--- config.mk ---
export PLATFORM = sky130hd
export DESIGN_NAME = branch_predictor
export DESIGN_NICKNAME = d
export VERILOG_FILES = /design/src/rtl/branch_predictor_pkg.sv /design/src/rtl/branch_predictor_sat_counter2.sv /design/src/rtl/branch_predictor.sv
export SDC_FILE = /design/constraint.sdc
export NUM_CORES = 2
export LEC_CHECK = 0
export BUFFER_PORTS_ARGS = -buffer_cell sky130_fd_sc_hd__buf_2
export CORE_MARGIN = 2
export CORE_UTILIZATION = 60
export CTS_BUF_LIST = sky130_fd_sc_hd__clkbuf_8
export DETAILED_ROUTE_END_ITERATION = 12
export PLACE_DENSITY = 0.78
export SYNTH_ARGS = -nofsm -noshare
export SYNTH_HDL_FRONTEND = slang
export SYNTH_HIERARCHICAL = 1
export SYNTH_SLANG_ARGS = --single-unit
--- constraint.sdc ---
create_clock -name clk -period 9 [get_ports clk]
set_clock_uncertainty 0.05 [all_clocks]
set_input_delay 2.25 -clock clk [delete_from_list [all_inputs] [get_ports clk]]
set_output_delay 2.25 -clock clk [all_outputs]
set_load 0.01 [all_outputs]
--- src/rtl/branch_predictor_pkg.sv ---
// Shared definitions for the branch predictor and the branching unit.
// Holds the branching-unit decision encodings, the 2-bit predictor counter
// states and small arithmetic helpers used by the predictor datapath.
package branch_predictor_pkg;

  localparam int unsigned XLEN = 32;

  // Decision reported by the branching unit for the instruction in execute.
  typedef enum logic [1:0] {
    DEC_NOT_TAKEN  = 2'b00,
    DEC_BR_TAKEN   = 2'b01,
    DEC_JALR_TAKEN = 2'b10,
    DEC_RSVD       = 2'b11
  } decision_e;

  // 2-bit saturating predictor counter states.
  typedef enum logic [1:0] {
    CTR_SNT = 2'b00,
    CTR_WNT = 2'b01,
    CTR_WT  = 2'b10,
    CTR_ST  = 2'b11
  } ctr_e;

  function automatic logic [XLEN-1:0] pc_plus4(input logic [XLEN-1:0] pc);
    return pc + 32'd4;
  endfunction

  // Increment that sticks at all-ones instead of wrapping.
  function automatic logic [XLEN-1:0] sat_inc(input logic [XLEN-1:0] v);
    return (v == '1) ? v : v + 32'd1;
  endfunction

endpackage

--- src/rtl/branch_predictor_sat_counter2.sv ---
// 2-bit saturating counter next-state logic.
// Ports:
//   state - current counter state
//   taken - resolved direction of the branch
//   next  - counter state after training with 'taken'
module sat_counter2
  import branch_predictor_pkg::*;
(
  input  ctr_e state,
  input  logic taken,
  output ctr_e next
);

  always_comb begin
    next = state;
    if (taken) begin
      if (state != CTR_ST) next = ctr_e'(state + 2'd1);
    end else begin
      if (state != CTR_SNT) next = ctr_e'(state - 2'd1);
    end
  end

endmodule

--- src/rtl/branch_predictor.sv ---
// Direct-mapped branch target buffer with 2-bit direction counters.
// Ports:
//   clk, rst_n           - clock, asynchronous active-low reset
//   f_pc                 - fetch PC to look up
//   pred_taken/_target   - combinational prediction for f_pc
//   ex_*                 - resolved instruction from execute (training input)
//   mispredict           - registered one-cycle redirect pulse
//   redirect_pc          - correct next PC while mispredict is high
//   br_count, mp_count   - saturating resolved-transfer / misprediction counts
module branch_predictor
  import branch_predictor_pkg::*;
#(
  parameter int unsigned ENTRIES = 16
) (
  input  logic            clk,
  input  logic            rst_n,
  input  logic [31:0]     f_pc,
  output logic            pred_taken,
  output logic [31:0]     pred_target,
  input  logic            ex_valid,
  input  logic [31:0]     ex_pc,
  input  logic            ex_B,
  input  logic            ex_jump,
  input  logic [1:0]      ex_decision,
  input  logic [31:0]     ex_target,
  input  logic            ex_pred_taken,
  input  logic [31:0]     ex_pred_target,
  output logic            mispredict,
  output logic [31:0]     redirect_pc,
  output logic [31:0]     br_count,
  output logic [31:0]     mp_count
);

  localparam int unsigned IDX_W = $clog2(ENTRIES);
  localparam int unsigned TAG_W = 30 - IDX_W;

  logic             valid_q  [ENTRIES];
  logic             valid_d  [ENTRIES];
  logic [TAG_W-1:0] tag_q    [ENTRIES];
  logic [TAG_W-1:0] tag_d    [ENTRIES];
  logic [31:0]      target_q [ENTRIES];
  logic [31:0]      target_d [ENTRIES];
  ctr_e             ctr_q    [ENTRIES];
  ctr_e             ctr_d    [ENTRIES];

  logic        mispredict_q, mispredict_d;
  logic [31:0] redirect_pc_q, redirect_pc_d;
  logic [31:0] br_count_q, br_count_d;
  logic [31:0] mp_count_q, mp_count_d;

  // Fetch-side lookup reads registered state only, so a same-cycle update
  // to the same index becomes visible one cycle later.
  logic [IDX_W-1:0] f_idx;
  logic [TAG_W-1:0] f_tag;
  logic             f_hit;
  ctr_e             f_ctr;

  always_comb begin
    f_idx       = f_pc[IDX_W+1:2];
    f_tag       = f_pc[31:IDX_W+2];
    f_ctr       = ctr_q[f_idx];
    f_hit       = valid_q[f_idx] && (tag_q[f_idx] == f_tag);
    pred_taken  = f_hit && f_ctr[1];
    pred_target = pred_taken ? target_q[f_idx] : pc_plus4(f_pc);
  end

  // Execute-side training.
  logic [IDX_W-1:0] ex_idx;
  logic [TAG_W-1:0] ex_tag;
  logic             ex_hit;
  ctr_e             ex_ctr;
  ctr_e             ex_ctr_next;
  decision_e        ex_dec;
  logic             rct;
  logic             actual_taken;
  logic             mp_now;

  always_comb begin
    ex_idx       = ex_pc[IDX_W+1:2];
    ex_tag       = ex_pc[31:IDX_W+2];
    ex_ctr       = ctr_q[ex_idx];
    ex_hit       = valid_q[ex_idx] && (tag_q[ex_idx] == ex_tag);
    ex_dec       = decision_e'(ex_decision);
    // The reserved decision code is treated as no resolved transfer at all.
    rct          = ex_valid && (ex_B || ex_jump) && (ex_dec != DEC_RSVD);
    actual_taken = (ex_dec != DEC_NOT_TAKEN);
    mp_now       = rct && ((actual_taken != ex_pred_taken) ||
                           (actual_taken && (ex_pred_target != ex_target)));
  end

  sat_counter2 u_sat_counter2 (
    .state (ex_ctr),
    .taken (actual_taken),
    .next  (ex_ctr_next)
  );

  always_comb begin
    valid_d  = valid_q;
    tag_d    = tag_q;
    target_d = target_q;
    ctr_d    = ctr_q;
    if (rct) begin
      if (ex_hit) begin
        ctr_d[ex_idx] = ex_jump ? CTR_ST : ex_ctr_next;
        if (actual_taken) target_d[ex_idx] = ex_target;
      end else if (actual_taken) begin
        valid_d[ex_idx]  = 1'b1;
        tag_d[ex_idx]    = ex_tag;
        target_d[ex_idx] = ex_target;
        ctr_d[ex_idx]    = ex_jump ? CTR_ST : CTR_WT;
      end
    end

    mispredict_d  = mp_now;
    redirect_pc_d = redirect_pc_q;
    if (mp_now) redirect_pc_d = actual_taken ? ex_target : pc_plus4(ex_pc);
    br_count_d = rct    ? sat_inc(br_count_q) : br_count_q;
    mp_count_d = mp_now ? sat_inc(mp_count_q) : mp_count_q;
  end

  always_ff @(posedge clk or negedge rst_n) begin
    if (!rst_n) begin
      valid_q       <= '{default: 1'b0};
      tag_q         <= '{default: '0};
      target_q      <= '{default: '0};
      ctr_q         <= '{default: CTR_WNT};
      mispredict_q  <= 1'b0;
      redirect_pc_q <= '0;
      br_count_q    <= '0;
      mp_count_q    <= '0;
    end else begin
      valid_q       <= valid_d;
      tag_q         <= tag_d;
      target_q      <= target_d;
      ctr_q         <= ctr_d;
      mispredict_q  <= mispredict_d;
      redirect_pc_q <= redirect_pc_d;
      br_count_q    <= br_count_d;
      mp_count_q    <= mp_count_d;
    end
  end

  assign mispredict  = mispredict_q;
  assign redirect_pc = redirect_pc_q;
  assign br_count    = br_count_q;
  assign mp_count    = mp_count_q;

endmodule

==> summary.txt <==
Setup TNS -> 0 ns
Cell with the most instances after synthesis -> dfrtp_1
Mux share of post-synthesis cell area -> 37.9%
H-tree levels -> 4
GRT Overall Usage -> 34.7%
Cells after synthesis -> 3764
I/O Pins -> 266
Worst R2R End -> tag_q[200]
Gr ovfl total -> 0
First-pass GRT wire length -> 241000 um
CP Capture Point -> pred_target[27]
CTS tree -> built
Post-Syn Nets -> 3907
Largest family of logic cells by synthesized area -> multiplexers
Inserted Clock Buffers -> 172
Final Critical Period -> 8.67 ns
Synth area leaders -> dfrtp_1, mux2_2, mux4_2, mux2_4, xnor2_1
# port buffers -> 265
Synth top cells by count -> dfrtp_1, mux2_2, mux4_2
Core ar. -> 91700 sq um
Yosys cell types -> 82
Vert. Die Dim -> 308 um
Critical-path maximum fanout -> 44
Setup violators final -> 0
Clk sinks -> 1073
Compound-gate portion of the synthesized area -> 2.58%
Period Utilization, post-route -> 96.3%
Vias in the first global route -> 36333
NumNets Final -> 4096
Post-synth EDFFs -> 0
Post-Synth XOR/XNOR Area -> 3.04%
Reg2Reg Depth -> 10
Worst-Skew Late Latency -> 0.88 ns
PD cells -> 221 nW/um^2
Worst slew pin tran -> 1.16 ns
CP Launch Point -> f_pc[2]
Reg2reg start -> tag_q[210]
Pleak -> 27.6 nW
Simple-gate share of the synthesized area -> 4.66%
DR vias/cell -> 6.78
Outcome -> complete, no violations
Initial DRT Pass Iterations -> 6
Antenna violations before repair -> 22
Asr flop ratio synth -> 100%
RSZ-0062 raised after global routing -> false
Synth-to-Final Area Change -> 10.2%
Critical path class -> input pin to output pin
Final Hold Viols -> 0
Required @ worst endpoint -> 6.70 ns
Max frequency -> 115 MHz
HPWL Detailed -> 102000 um
Syn Area/Cell -> 14.8 sq um
Post-Syn Area -> 55600 sq um
Slew headroom -> 22.1%
Sequential fraction of the synthesis area -> 48.4%
Area leader, netlist -> dfrtp_1
# DRC -> 0
Final WL -> 162000 um
Post-CTS Setup Bufs -> 0
Fin. max-slew vios -> 0
Cell count after placement -> 4965
CTS clk-pin slew, worst paths -> 0.06 ns
CTS resizes -> 0
# fillers -> 6380
Post-DR wirelength/cell -> 30.6 um
Share of cells above drive strength 1 -> 50.1%
Yosys reg bits -> 1073
Hold_buf cts -> 0
Initial Utilization -> 60.6%
Non-Filler Instances -> 5280
1st-iter DRT viols -> 4041
Most used DFF post-synth -> dfrtp_1
Gpl congestion -> 0.967
Post-Synth Adder-Cell Area -> 0.198%
WP data arrival -> 6.37 ns
CP startpoint kind -> input pin
Clk buf depth -> 3
FP Rows -> 111
Die ar. -> 95100 sq um
Critical Path Sink Type -> output pin
Top-area cell type share of the netlist area -> 47.6%
Worst reg-to-reg setup slack -> 4.71 ns
YS warnings -> 6
Die W -> 308 um
Max-cap viol count -> 0
Hold crit path type -> flip-flop to flip-flop
Clock root buffer -> clkbuf_8
Routed via count -> 35816
Largest net degree at the start of global routing -> 175
Peak supply drop -> 0.204 mV
Post-route ant nets -> 0
## stage by stage
step                      hold slack (ns)  setup slack [ns]  instance area [sq um]  total power [W]  utilization [%]
after CTS                           0.443             0.403                  61200           0.0135             66.8
final                               0.435             0.330                  61200           0.0135             66.8
after floorplan                     0.400              1.12                  55600          0.00825                -
after global routing                0.456             0.181                  61200           0.0141             66.8
after detailed placement            0.425             0.417                  57600          0.00918             62.9
after global placement              0.419             0.456                  57600          0.00906             62.9
## state kept, by name, summed over array words and instances, names as in the netlist
name and count:
br_count 32, valid_q 16, mp_count 32, target_q 512, mispredict 1, ctr_q 32, tag_q 416, redirect_pc 32
## report_power, final
group          internal (W)  leakage [nW]  switching [W]
Clock               0.00236          2.08        0.00202
Combinational       0.00161          11.7        0.00117
Sequential          0.00576          13.8       0.000628
## worst min-delay path by stage
stage,to,slack (ns),depth (start not counted),startpoint
after global placement,br_count[8],0.42,1,br_count[8]
final,br_count[8],0.43,1,br_count[8]
after CTS,valid_q[3],0.44,1,valid_q[3]
after detailed placement,br_count[8],0.43,1,br_count[8]
after global routing,mp_count[19],0.46,1,mp_count[19]
after floorplan,valid_q[9],0.40,1,valid_q[9]
## final cells by class
class	count	area (sq um)	area share (%)
multi-input combinational	2318	27000	44.0
tap	1186	1480	2.42
timing repair buffer	354	2200	3.59
antenna	8	20.0	0.0327
sequential	1073	26900	43.9
inverter	34	128	0.208
clock buffer	211	2900	4.74
clock inverter	96	689	1.13
## cell usage in the layout (no fill, tap or decap), types with 58 or more instances in the layout
| cell | instances |
|---|---|
| nand2_1 | 117 |
| mux4_2 | 389 |
| dfrtp_1 | 1057 |
| xor2_1 | 70 |
| buf_4 | 78 |
| xnor2_1 | 123 |
| mux2_4 | 133 |
| mux2_2 | 844 |
| clkbuf_8 | 211 |
| nand3_1 | 58 |
| nor2_1 | 67 |
| buf_2 | 258 |
| inv_1 | 93 |
## cells by family after synthesis
group,count (synthesis)
buf+inv,373
fa+ha+maj,9
mux,1434
simple gates,472
compound gates,210
flops,1073
xor+xnor,193
## per-layer routing
metal  vias to the layer above  share of wire [%]  track usage, %
met4                        12                4.9            17.3
li1                      14502                  -               -
met1                     18941                 39            46.5
met2                      1934                 47            53.1
met3                       427                9.1            8.62
met5                         -              0.049               0
## worst max-delay path: stages
cell and delay, ns:
buf_8 0.41, buf_4 0.32, mux4_2 0.51, mux4_2 0.49, xnor2_1 0.52, nand4_1 0.16, nor2_1 0.13, nand2_1 0.05
or4b_2 0.68, buf_12 0.24, mux2_1 0.37, buf_2 0.15
Power figures use the tool's default switching activity.
